[src/rtl/and_chk8bit_if.sv]
// ---------------------------------------------------------------------------
// and_chk8bit_if
// Operand/result handshake between a stimulus source (master) and the
// AND-unit response checker (slave).
//   in_valid : master -> slave, triple on a/b/out is valid
//   in_ready : slave  -> master, checker accepts a triple this cycle
//   a, b     : master -> slave, operands applied to the unit under check
//   out      : master -> slave, result produced by the unit under check
// ---------------------------------------------------------------------------
interface and_chk8bit_if #(
    parameter int WIDTH = 8
);
    logic             in_valid;
    logic             in_ready;
    logic [WIDTH-1:0] a;
    logic [WIDTH-1:0] b;
    logic [WIDTH-1:0] out;

    modport master (
        output in_valid,
        output a,
        output b,
        output out,
        input  in_ready
    );

    modport slave (
        input  in_valid,
        input  a,
        input  b,
        input  out,
        output in_ready
    );
endinterface

[src/rtl/and_chk8bit.sv]
// ---------------------------------------------------------------------------
// and_chk8bit
// Response checker for the 8-bit bitwise-AND datapath. Accepts (a, b, out)
// triples over a valid/ready handshake, compares out against a & b, counts
// compared vectors and mismatches, and captures the first failing triple.
// Ports:
//   clk, rst_n          : clock, asynchronous active-low reset
//   start, num_vec      : run request and number of vectors for the run
//   bus (slave)         : in_valid/in_ready/a/b/out handshake
//   busy, done, pass    : run status (pass only meaningful in DONE)
//   vec_cnt, err_cnt    : vectors compared / mismatches (saturating)
//   fail_idx, fail_a, fail_b, fail_out, fail_exp, fail_vld : first failure
// ---------------------------------------------------------------------------
module and_chk8bit #(
    parameter int WIDTH = 8,
    parameter int CNT_W = 16
) (
    input  logic             clk,
    input  logic             rst_n,
    input  logic             start,
    input  logic [CNT_W-1:0] num_vec,
    and_chk8bit_if.slave     bus,
    output logic             busy,
    output logic             done,
    output logic             pass,
    output logic [CNT_W-1:0] vec_cnt,
    output logic [CNT_W-1:0] err_cnt,
    output logic [CNT_W-1:0] fail_idx,
    output logic [WIDTH-1:0] fail_a,
    output logic [WIDTH-1:0] fail_b,
    output logic [WIDTH-1:0] fail_out,
    output logic [WIDTH-1:0] fail_exp,
    output logic             fail_vld
);

    typedef enum logic [1:0] {
        ST_IDLE = 2'd0,
        ST_RUN  = 2'd1,
        ST_DONE = 2'd2
    } state_t;

    // Increment that sticks at all-ones instead of wrapping.
    function automatic logic [CNT_W-1:0] sat_inc(input logic [CNT_W-1:0] v);
        return (v == '1) ? v : v + CNT_W'(1);
    endfunction

    state_t           r_state;
    logic [CNT_W-1:0] r_num_vec;
    logic [CNT_W-1:0] r_acc_cnt;
    logic             r_vld_p1;
    logic [WIDTH-1:0] r_a_p1;
    logic [WIDTH-1:0] r_b_p1;
    logic [WIDTH-1:0] r_out_p1;
    logic [CNT_W-1:0] r_idx_p1;
    logic [CNT_W-1:0] r_vec_cnt;
    logic [CNT_W-1:0] r_err_cnt;
    logic [CNT_W-1:0] r_fail_idx;
    logic [WIDTH-1:0] r_fail_a;
    logic [WIDTH-1:0] r_fail_b;
    logic [WIDTH-1:0] r_fail_out;
    logic [WIDTH-1:0] r_fail_exp;
    logic             r_fail_vld;
    logic             r_busy;
    logic             r_done;
    logic             r_pass;

    logic             w_xfer;
    logic [WIDTH-1:0] w_exp_p1;
    logic             w_mis_p1;
    logic [CNT_W-1:0] w_vec_next;
    logic [CNT_W-1:0] w_err_next;

    // Ready drops as soon as num_vec triples have been accepted, even while
    // the last ones are still draining through the compare stage.
    assign bus.in_ready = (r_state == ST_RUN) && (r_acc_cnt < r_num_vec);
    assign w_xfer       = bus.in_valid && bus.in_ready;

    assign w_exp_p1   = r_a_p1 & r_b_p1;
    assign w_mis_p1   = (w_exp_p1 != r_out_p1);
    assign w_vec_next = r_vec_cnt + CNT_W'(1);
    assign w_err_next = w_mis_p1 ? sat_inc(r_err_cnt) : r_err_cnt;

    // ---- stage 1: capture accepted triple and its index ----
    always_ff @(posedge clk) begin
        if (w_xfer) begin
            r_a_p1   <= bus.a;
            r_b_p1   <= bus.b;
            r_out_p1 <= bus.out;
            r_idx_p1 <= r_acc_cnt;
        end
    end

    // ---- stage 2: compare, count, first-failure capture; run FSM ----
    always_ff @(posedge clk or negedge rst_n) begin
        if (!rst_n) begin
            r_state    <= ST_IDLE;
            r_num_vec  <= '0;
            r_acc_cnt  <= '0;
            r_vld_p1   <= 1'b0;
            r_vec_cnt  <= '0;
            r_err_cnt  <= '0;
            r_fail_idx <= '0;
            r_fail_a   <= '0;
            r_fail_b   <= '0;
            r_fail_out <= '0;
            r_fail_exp <= '0;
            r_fail_vld <= 1'b0;
            r_busy     <= 1'b0;
            r_done     <= 1'b0;
            r_pass     <= 1'b0;
        end else begin
            r_vld_p1 <= w_xfer;
            if (w_xfer) begin
                r_acc_cnt <= r_acc_cnt + CNT_W'(1);
            end

            case (r_state)
                ST_IDLE, ST_DONE: begin
                    if (start) begin
                        r_num_vec  <= num_vec;
                        r_acc_cnt  <= '0;
                        r_vec_cnt  <= '0;
                        r_err_cnt  <= '0;
                        r_fail_vld <= 1'b0;
                        if (num_vec == '0) begin
                            r_state <= ST_DONE;
                            r_busy  <= 1'b0;
                            r_done  <= 1'b1;
                            r_pass  <= 1'b1;
                        end else begin
                            r_state <= ST_RUN;
                            r_busy  <= 1'b1;
                            r_done  <= 1'b0;
                            r_pass  <= 1'b0;
                        end
                    end
                end

                ST_RUN: begin
                    if (r_vld_p1) begin
                        r_vec_cnt <= w_vec_next;
                        r_err_cnt <= w_err_next;
                        if (w_mis_p1 && !r_fail_vld) begin
                            r_fail_vld <= 1'b1;
                            r_fail_idx <= r_idx_p1;
                            r_fail_a   <= r_a_p1;
                            r_fail_b   <= r_b_p1;
                            r_fail_out <= r_out_p1;
                            r_fail_exp <= w_exp_p1;
                        end
                        // Final compare: status and counts become visible together.
                        if (w_vec_next == r_num_vec) begin
                            r_state <= ST_DONE;
                            r_busy  <= 1'b0;
                            r_done  <= 1'b1;
                            r_pass  <= (w_err_next == '0);
                        end
                    end
                end

                default: r_state <= ST_IDLE;
            endcase
        end
    end

    assign busy     = r_busy;
    assign done     = r_done;
    assign pass     = r_pass;
    assign vec_cnt  = r_vec_cnt;
    assign err_cnt  = r_err_cnt;
    assign fail_idx = r_fail_idx;
    assign fail_a   = r_fail_a;
    assign fail_b   = r_fail_b;
    assign fail_out = r_fail_out;
    assign fail_exp = r_fail_exp;
    assign fail_vld = r_fail_vld;

endmodule

[src/flat_wrapper.sv]
// flat-port wrapper written by rule: the top's interface ports become plain ports
module and_chk8bit_flat 
#(
    parameter int WIDTH = 8,
    parameter int CNT_W = 16
)
  (clk, rst_n, start, num_vec, busy, done, pass, vec_cnt, err_cnt, fail_idx, fail_a, fail_b, fail_out, fail_exp, fail_vld, bus_in_valid, bus_a, bus_b, bus_out, bus_in_ready);
  and_chk8bit_if #(.WIDTH(WIDTH)) bus_i ();
  input  logic clk;
  input  logic rst_n;
  input  logic start;
  input  logic [CNT_W-1:0] num_vec;
  output logic busy;
  output logic done;
  output logic pass;
  output logic [CNT_W-1:0] vec_cnt;
  output logic [CNT_W-1:0] err_cnt;
  output logic [CNT_W-1:0] fail_idx;
  output logic [WIDTH-1:0] fail_a;
  output logic [WIDTH-1:0] fail_b;
  output logic [WIDTH-1:0] fail_out;
  output logic [WIDTH-1:0] fail_exp;
  output logic fail_vld;
  input wire logic [$bits(bus_i.in_valid)-1:0] bus_in_valid;
  input wire logic [$bits(bus_i.a)-1:0] bus_a;
  input wire logic [$bits(bus_i.b)-1:0] bus_b;
  input wire logic [$bits(bus_i.out)-1:0] bus_out;
  output wire logic [$bits(bus_i.in_ready)-1:0] bus_in_ready;
  assign bus_i.in_valid = bus_in_valid;
  assign bus_i.a = bus_a;
  assign bus_i.b = bus_b;
  assign bus_i.out = bus_out;
  assign bus_in_ready = bus_i.in_ready;
  and_chk8bit #(.WIDTH(WIDTH), .CNT_W(CNT_W)) u_core (.clk(clk), .rst_n(rst_n), .start(start), .num_vec(num_vec), .bus(bus_i), .busy(busy), .done(done), .pass(pass), .vec_cnt(vec_cnt), .err_cnt(err_cnt), .fail_idx(fail_idx), .fail_a(fail_a), .fail_b(fail_b), .fail_out(fail_out), .fail_exp(fail_exp), .fail_vld(fail_vld));
endmodule
[config.mk]
export PLATFORM = sky130hd
export DESIGN_NAME = and_chk8bit_flat
export DESIGN_NICKNAME = d
export VERILOG_FILES = /design/src/rtl/and_chk8bit_if.sv /design/src/rtl/and_chk8bit.sv /design/src/flat_wrapper.sv
export SDC_FILE = /design/constraint.sdc
export NUM_CORES = 1
export LEC_CHECK = 0
export ABC_AREA = 1
export CAP_MARGIN = 10
export CORE_MARGIN = 2
export CORE_UTILIZATION = 60
export CTS_BUF_LIST = sky130_fd_sc_hd__clkbuf_8
export DETAILED_ROUTE_END_ITERATION = 8
export MAX_ROUTING_LAYER = met4
export PLACE_DENSITY = 0.85
export SYNTH_ARGS = -nofsm -noshare
export SYNTH_HDL_FRONTEND = slang
export SYNTH_SLANG_ARGS = --single-unit
[constraint.sdc]
create_clock -name clk -period 6.3 [get_ports clk]
set_input_delay 0.63 -clock clk [delete_from_list [all_inputs] [get_ports clk]]
set_output_delay 0.63 -clock clk [all_outputs]
set_load 0.03 [all_outputs]
==> flow_metrics.tcl, run 1 <==
set metrics [dict create \
    synthTopCellsByCount "nand2_1 (245), dfrtp_1 (119), inv_1 (103), nand3_1 (91), nor2_1 (79)" \
    multi_input_area_mm2 0.00323 \
    gr-usage-all-layers 0.279 \
    ys_seq_elements 159 \
    vias 6776 \
    synth_nets 984 \
    antennaDiodeCount 0 \
    die_h_um 119 \
    synthCells 922 \
    place_area_mm2 0.00935 \
    die_w_um 119 \
    start_util 0.607 \
    syn_area_mm2 0.00794 \
    power_mw 4.45 \
    slew_viol_final 0 \
    place_congestion 0.877 \
    place_ws_ns 2.95 \
    drc 0 \
    rsz0062_at_grt "no" \
    fmax_mhz 294 \
    cts.repair.resized 0 \
    holdWs_ns 0.284 \
    cts_setup_buffers 0 \
    synth_top_area_share 0.375 \
    grt_pass1_vias 6258 \
    r2r-end "u_core.r_acc_cnt[5]" \
    antenna_found_initial 0 \
    startpoint "u_core.r_acc_cnt[5]" \
    crit_type "register to register" \
    stdcell_area_mm2 0.00974 \
    start_kind "register" \
    setup_slack_ns 2.90 \
    worstPathRequired_ns 6.65 \
    drt_first_iter_violations 728 \
    layout-drive-gt1-share 0.0962 \
    worst_pin_slew_ns 1.01 \
    synth-seq-area-share 0.526 \
    crit_end "u_core.r_acc_cnt[5]" \
    fin_setup_tns_ns 0 \
    hp-class "input pin to asynchronous set/reset pin" \
    hold_viol_final 0 \
    placed_cells 1204 \
    timing.reg2reg.setup_slack_ns 2.90 \
    routed_via_density 5.48 \
    netlist_top_cells_area "dfrtp_1 (38%), edfxtp_1 (15%), nand2_1 (12%)" \
    first_pass_iters 7 \
    yosysMostFrequentCell "nand2_1" \
    comb_power_share 0.450 \
    yosys_warnings 0 \
    grt_overflow 0 \
    synth_top_flop_cell "dfrtp_1" \
    clk_pin_slew_ns 0.09 \
    cts_tree "done" \
    power_switching_mw 1.90 \
    dieArea_mm2 0.0142 \
    drv_cap 0 \
    avgRoutedWirePerCell_um 14.8 \
    rr_startpoint "u_core.r_acc_cnt[5]" \
    p_sw_frac 0.427 \
    setup_violations 0 \
    crit_fanout 50 \
    regArea_mm2 0.00418 \
    min_period_ns 3.40 \
    fin_cells 1236 \
    vdd_drop_max_uv 232 \
    hold_buffers 0 \
    clock_latency_ns 0.45 \
    nNetsFinal 1109 \
    cts.path.max_buffers 2 \
    crit_arrival_ns 3.75 \
    rows 42 \
    p_int_mw 2.55 \
    synth-edff-count 40 \
    synth_top_cell_by_area "dfrtp_1" \
    io_buffers 128 \
    cts_htree_levels 4 \
    grt_pass1_wl_um 30200 \
    syn_avg_cell_area_um2 8.61 \
    max_slew_margin 0.327 \
    status "complete, no violations" \
    p_per_area_mw_per_mm2 457 \
    wl_um 18300 \
    seqPwrFrac 0.387 \
    clock-root-buffer "clkbuf_8" \
    numCtsBuffers 17 \
    yosysUniqueCellTypes 34 \
    fillers 944 \
    clkPwrFrac 0.162 \
    cts.sinks 159 \
    ant_nets 0 \
    io_pins 129 \
    async_flop_share 0.748 \
    syn_to_final_growth_pct 22.6 \
    worst_setup_path_end_kind "register" \
    fin_worst_skew_ns 0.0115 \
    reg2regPathDepth 11 \
    grt_max_degree 67 \
    hpwlAfterDp_um 12900 \
    final_util 0.744 \
    final.period_utilization 0.540 \
    coreArea_mm2 0.0131 \
    leakage_nw 4.45 \
]
==> area by class of cell <==
class	instances	share of cell area
Clock buffer	20	0.0283
Timing Repair Buffer	132	0.134
Tap cell	176	0.0226
Inverter	109	0.0420
Clock inverter	12	0.0113
Multi-Input combinational cell	628	0.332
Sequential cell	159	0.429
==> how the worst min path moves through the flow <==
stage | slack [ns] | cells after the start | end
floorplan | 0.33 | 0 | u_core.busy
global route | 0.34 | 1 | u_core.fail_out[4]
finish | 0.28 | 1 | u_core.fail_exp[4]
global placement | 0.46 | 1 | u_core.fail_idx[12]
detailed placement | 0.47 | 1 | u_core.fail_idx[1]
CTS | 0.29 | 1 | u_core.fail_exp[5]
==> placed cells by master, fill, tap and decap left out, types with 2 or more instances in the layout <==
master | netlist | final
clkbuf_8 | 0 | 20
clkinv_1 | 3 | 2
clkinvlp_4 | 0 | 3
inv_1 | 103 | 104
xor2_1 | 6 | 6
o22ai_1 | 11 | 11
nor3_1 | 9 | 9
nand3_2 | 2 | 2
clkinv_2 | 0 | 2
clkinv_4 | 0 | 2
nand2_1 | 245 | 245
inv_2 | 3 | 4
ha_1 | 18 | 18
nand3_1 | 91 | 91
mux2_2 | 32 | 32
o21ai_0 | 68 | 68
buf_4 | 3 | 5
nor2_1 | 79 | 79
nand2_2 | 12 | 12
dfrtp_1 | 119 | 119
o21ai_1 | 4 | 4
inv_6 | 0 | 3
nand4_1 | 17 | 17
nor2_4 | 3 | 3
a21oi_1 | 13 | 13
edfxtp_1 | 40 | 40
clkdlybuf4s50_1 | 0 | 127
nor2_2 | 8 | 8
==> per-layer routing <==
| layer | share of wire | global-route usage | routed length (um) | vias up |
|---|---|---|---|---|
| li1 | - | - | - | 3269 |
| met1 | 0.43 | 0.364 | 7920 | 3172 |
| met2 | 0.47 | 0.432 | 8600 | 284 |
| met3 | 0.065 | 0.0512 | 1200 | 51 |
| met4 | 0.033 | 0.122 | 601 | 0 |
| met5 | 0 | - | 0 | - |
==> logic make-up (layout without fill, tap and decap cells) <==
| kind of cell | after synthesis | after routing | share of synthesized area |
|---|---|---|---|
| XOR/XNOR | 7 | 7 | 0.00772 |
| AO/OA/AOI/OAI | 99 | 99 | 0.0652 |
| AND/OR/NAND/NOR | 472 | 472 | 0.261 |
| flip-flops | 159 | 159 | 0.526 |
| multiplexers | 32 | 32 | 0.0454 |
| adder cells (fa/ha/maj) | 18 | 18 | 0.0284 |
| buffers and inverters | 135 | 273 | 0.0664 |
==> registers in the layout (all words and copies together) (netlist names), 2 cells and up <==
name,flops
u_core.r_idx_p1,16
u_core.r_a_p1,8
u_core.vec_cnt,16
u_core.err_cnt,16
u_core.fail_b,8
u_core.r_out_p1,8
u_core.r_state,2
u_core.fail_exp,8
u_core.r_num_vec,16
u_core.fail_a,8
u_core.r_b_p1,8
u_core.fail_out,8
u_core.fail_idx,16
u_core.r_acc_cnt,16
==> worst max-delay path, cell delays in order, from the launching register on <==
cell	delay [ns]
dfrtp_1	0.43
ha_1	0.34
a21oi_1	0.14
nor2_1	0.05
a211oi_1	0.16
nand2_1	0.08
nand2_1	0.07
nand4_1	0.63
inv_2	1.05
nand3_1	0.17
nand2_1	0.11
nor2_1	0.05
==> power by group through the flow <==
stage	sequential (mW)	clock, mW	combinational [mW]
after detailed placement	1.74	0	2.00
after global placement	1.72	0	1.95
after floorplan	2.10	0	0.851
after CTS	1.72	0.733	2.00
after global routing	1.78	0.776	2.17
final	1.72	0.722	2.00
(Power assumes the default switching activity.)
==> run 2, diff against run 1 <==
Settings changed: CORE_UTILIZATION 60 to 50, PLACE_DENSITY 0.85 to 0.75.
Clock period 6.3 ns to 2.8 ns, I/O delays scaled along.
==> run 2 against run 1 <==
Non-clock buffer count rose by 12; worst hold slack improved by 0.066 ns; setup slack got worse by 2.7 ns; cell count is 4.2% higher; largest cell class unchanged; critical endpoint is now bus_in_ready.
==> flow_metrics.tcl, run 2 (synthesized netlist as in run 1, its figures left out) <==
set metrics [dict create \
    grt_pass1_vias 6420 \
    start_util 0.505 \
    syn_to_final_growth_pct 25.1 \
    grt.met3_usage 0.0398 \
    fin_cells 1288 \
    drv_cap 0 \
    coreArea_mm2 0.0157 \
    stdcell_area_mm2 0.00993 \
    grt_use_met1 0.318 \
    cts.sinks 159 \
    place_ws_ns 0.458 \
    drt_first_iter_violations 598 \
    wl_um 19100 \
    place_congestion 0.922 \
    place_area_mm2 0.00952 \
    grt_overflow 0 \
    p_per_area_mw_per_mm2 1030 \
    avgRoutedWirePerCell_um 14.8 \
    crit_fanout 3 \
    ant_nets 0 \
    io_buffers 128 \
    holdWs_ns 0.350 \
    placed_cells 1255 \
    dieArea_mm2 0.0169 \
    die_h_um 130 \
    mostFrequentLayoutCell "nand2_1" \
    worst_pin_slew_ns 0.638 \
    vdd_drop_max_uv 468 \
    final_cell_mix "nand2_1 (245), clkdlybuf4s50_1 (126), dfrtp_1 (119)" \
    numCtsBuffers 17 \
    first_pass_iters 5 \
    io_pins 129 \
    setup_slack_ns 0.228 \
    hpwlAfterDp_um 13800 \
    cts_tree "done" \
    hold_viol_final 0 \
    status "complete, no violations" \
    crit_arrival_ns 2.29 \
    slew_viol_final 0 \
    min_period_ns 2.57 \
    fin_worst_skew_ns 0.0131 \
    grt_use_met2 0.404 \
    antennaDiodeCount 0 \
    clk_pin_slew_ns 0.09 \
    final_util 0.632 \
    top_usage_layer "met2" \
    start_kind "register" \
    worstPathRequired_ns 2.52 \
    fin_setup_tns_ns 0 \
    gr-usage-all-layers 0.247 \
    drc 0 \
    grt_max_degree 66 \
    max_slew_margin 0.571 \
    cts.path.max_buffers 2 \
    hp-class "input pin to register" \
    final.period_utilization 0.919 \
    die_w_um 130 \
    cts_htree_levels 4 \
    crit_type "register to output pin" \
    fmax_mhz 389 \
    antenna_found_initial 0 \
    grt_pass1_wl_um 31200 \
    power_mw 10.2 \
    worst_setup_path_end_kind "output pin" \
    cts_setup_buffers 0 \
    nNetsFinal 1121 \
    layout-drive-gt1-share 0.105 \
    fillers 1350 \
    rsz0062_at_grt "no" \
    rows 46 \
    clock-root-buffer "clkbuf_8" \
    vias 6652 \
    leakage_nw 4.53 \
    setup_violations 0 \
    clock_latency_ns 0.48 \
    routed_via_density 5.16 \
]
[run 2: changes by cell type in the layout (fill, tap and decap cells not counted), sizes merged]
cell           previous run  this run
clkbuf                   20        18
buf                       5        16
clkdlybuf4s15             0         1
bufinv                    1         2
clkdlybuf4s50           127       126
dlygate4sd3               0         1
clkinvlp                  3         2
clkinv                    6         5
inv                     111       114
[run 2: repair_timing]
| action | in CTS | in global routing |
|---|---|---|
| gates cloned | 0 | 0 |
| hold buffers | 1 | 0 |
| gates resized for setup | 1 | 1 |
| hold endpoints to repair | 46 | 0 |
| setup endpoints to repair | 1 | 1 |
[run 2: area by class of cell]
type                       instances  area [um2]  area share
clock inverter                    14         155      0.0156
tap                              216         270      0.0272
timing repair buffer             144        1440       0.145
sequential                       159        4180       0.421
inverter                         109         409      0.0412
clock buffer                      18         248      0.0249
multi-input combinational        628        3230       0.325
[run 2: worst paths after layout]
check	end	from	slack [ns]	cells past startpoint
setup / recovery	bus_in_ready	u_core.r_num_vec[5]	0.23	10
hold / removal	u_core.r_out_p1[7]	bus_out[7]	0.35	1
setup reg to reg	u_core.r_acc_cnt[14]	u_core.r_num_vec[5]	0.54	13
hold reg to reg	u_core.fail_out[0]	u_core.fail_out[0]	0.49	2
max in group asynchronous	u_core.r_num_vec[6]	rst_n	1.62	3
min in group asynchronous	u_core.fail_b[4]	rst_n	0.37	2
[run 2: worst max-delay path, cell delays in order (launching register included)]
cell and delay, ns:
dfrtp_1 0.40, inv_1 0.12, ha_1 0.26, a21oi_1 0.13
nor2_1 0.06, a211oi_1 0.17, nand2_1 0.08, nand2_1 0.07
nand3_1 0.08, inv_1 0.09, clkdlybuf4s15_1 0.37
[run 2: where the power goes]
part | switching (mW) | total, mW | internal (mW)
clock | 0.922 | 1.75 | 0.832
sequential | 0.642 | 3.85 | 3.21
combinational | 2.80 | 4.63 | 1.84
[run 2: metal layers]
layer	share of wire	up-vias
li1	-	3307
met1	0.45	3123
met2	0.49	204
met3	0.048	18
met4	0.012	0
met5	0	-
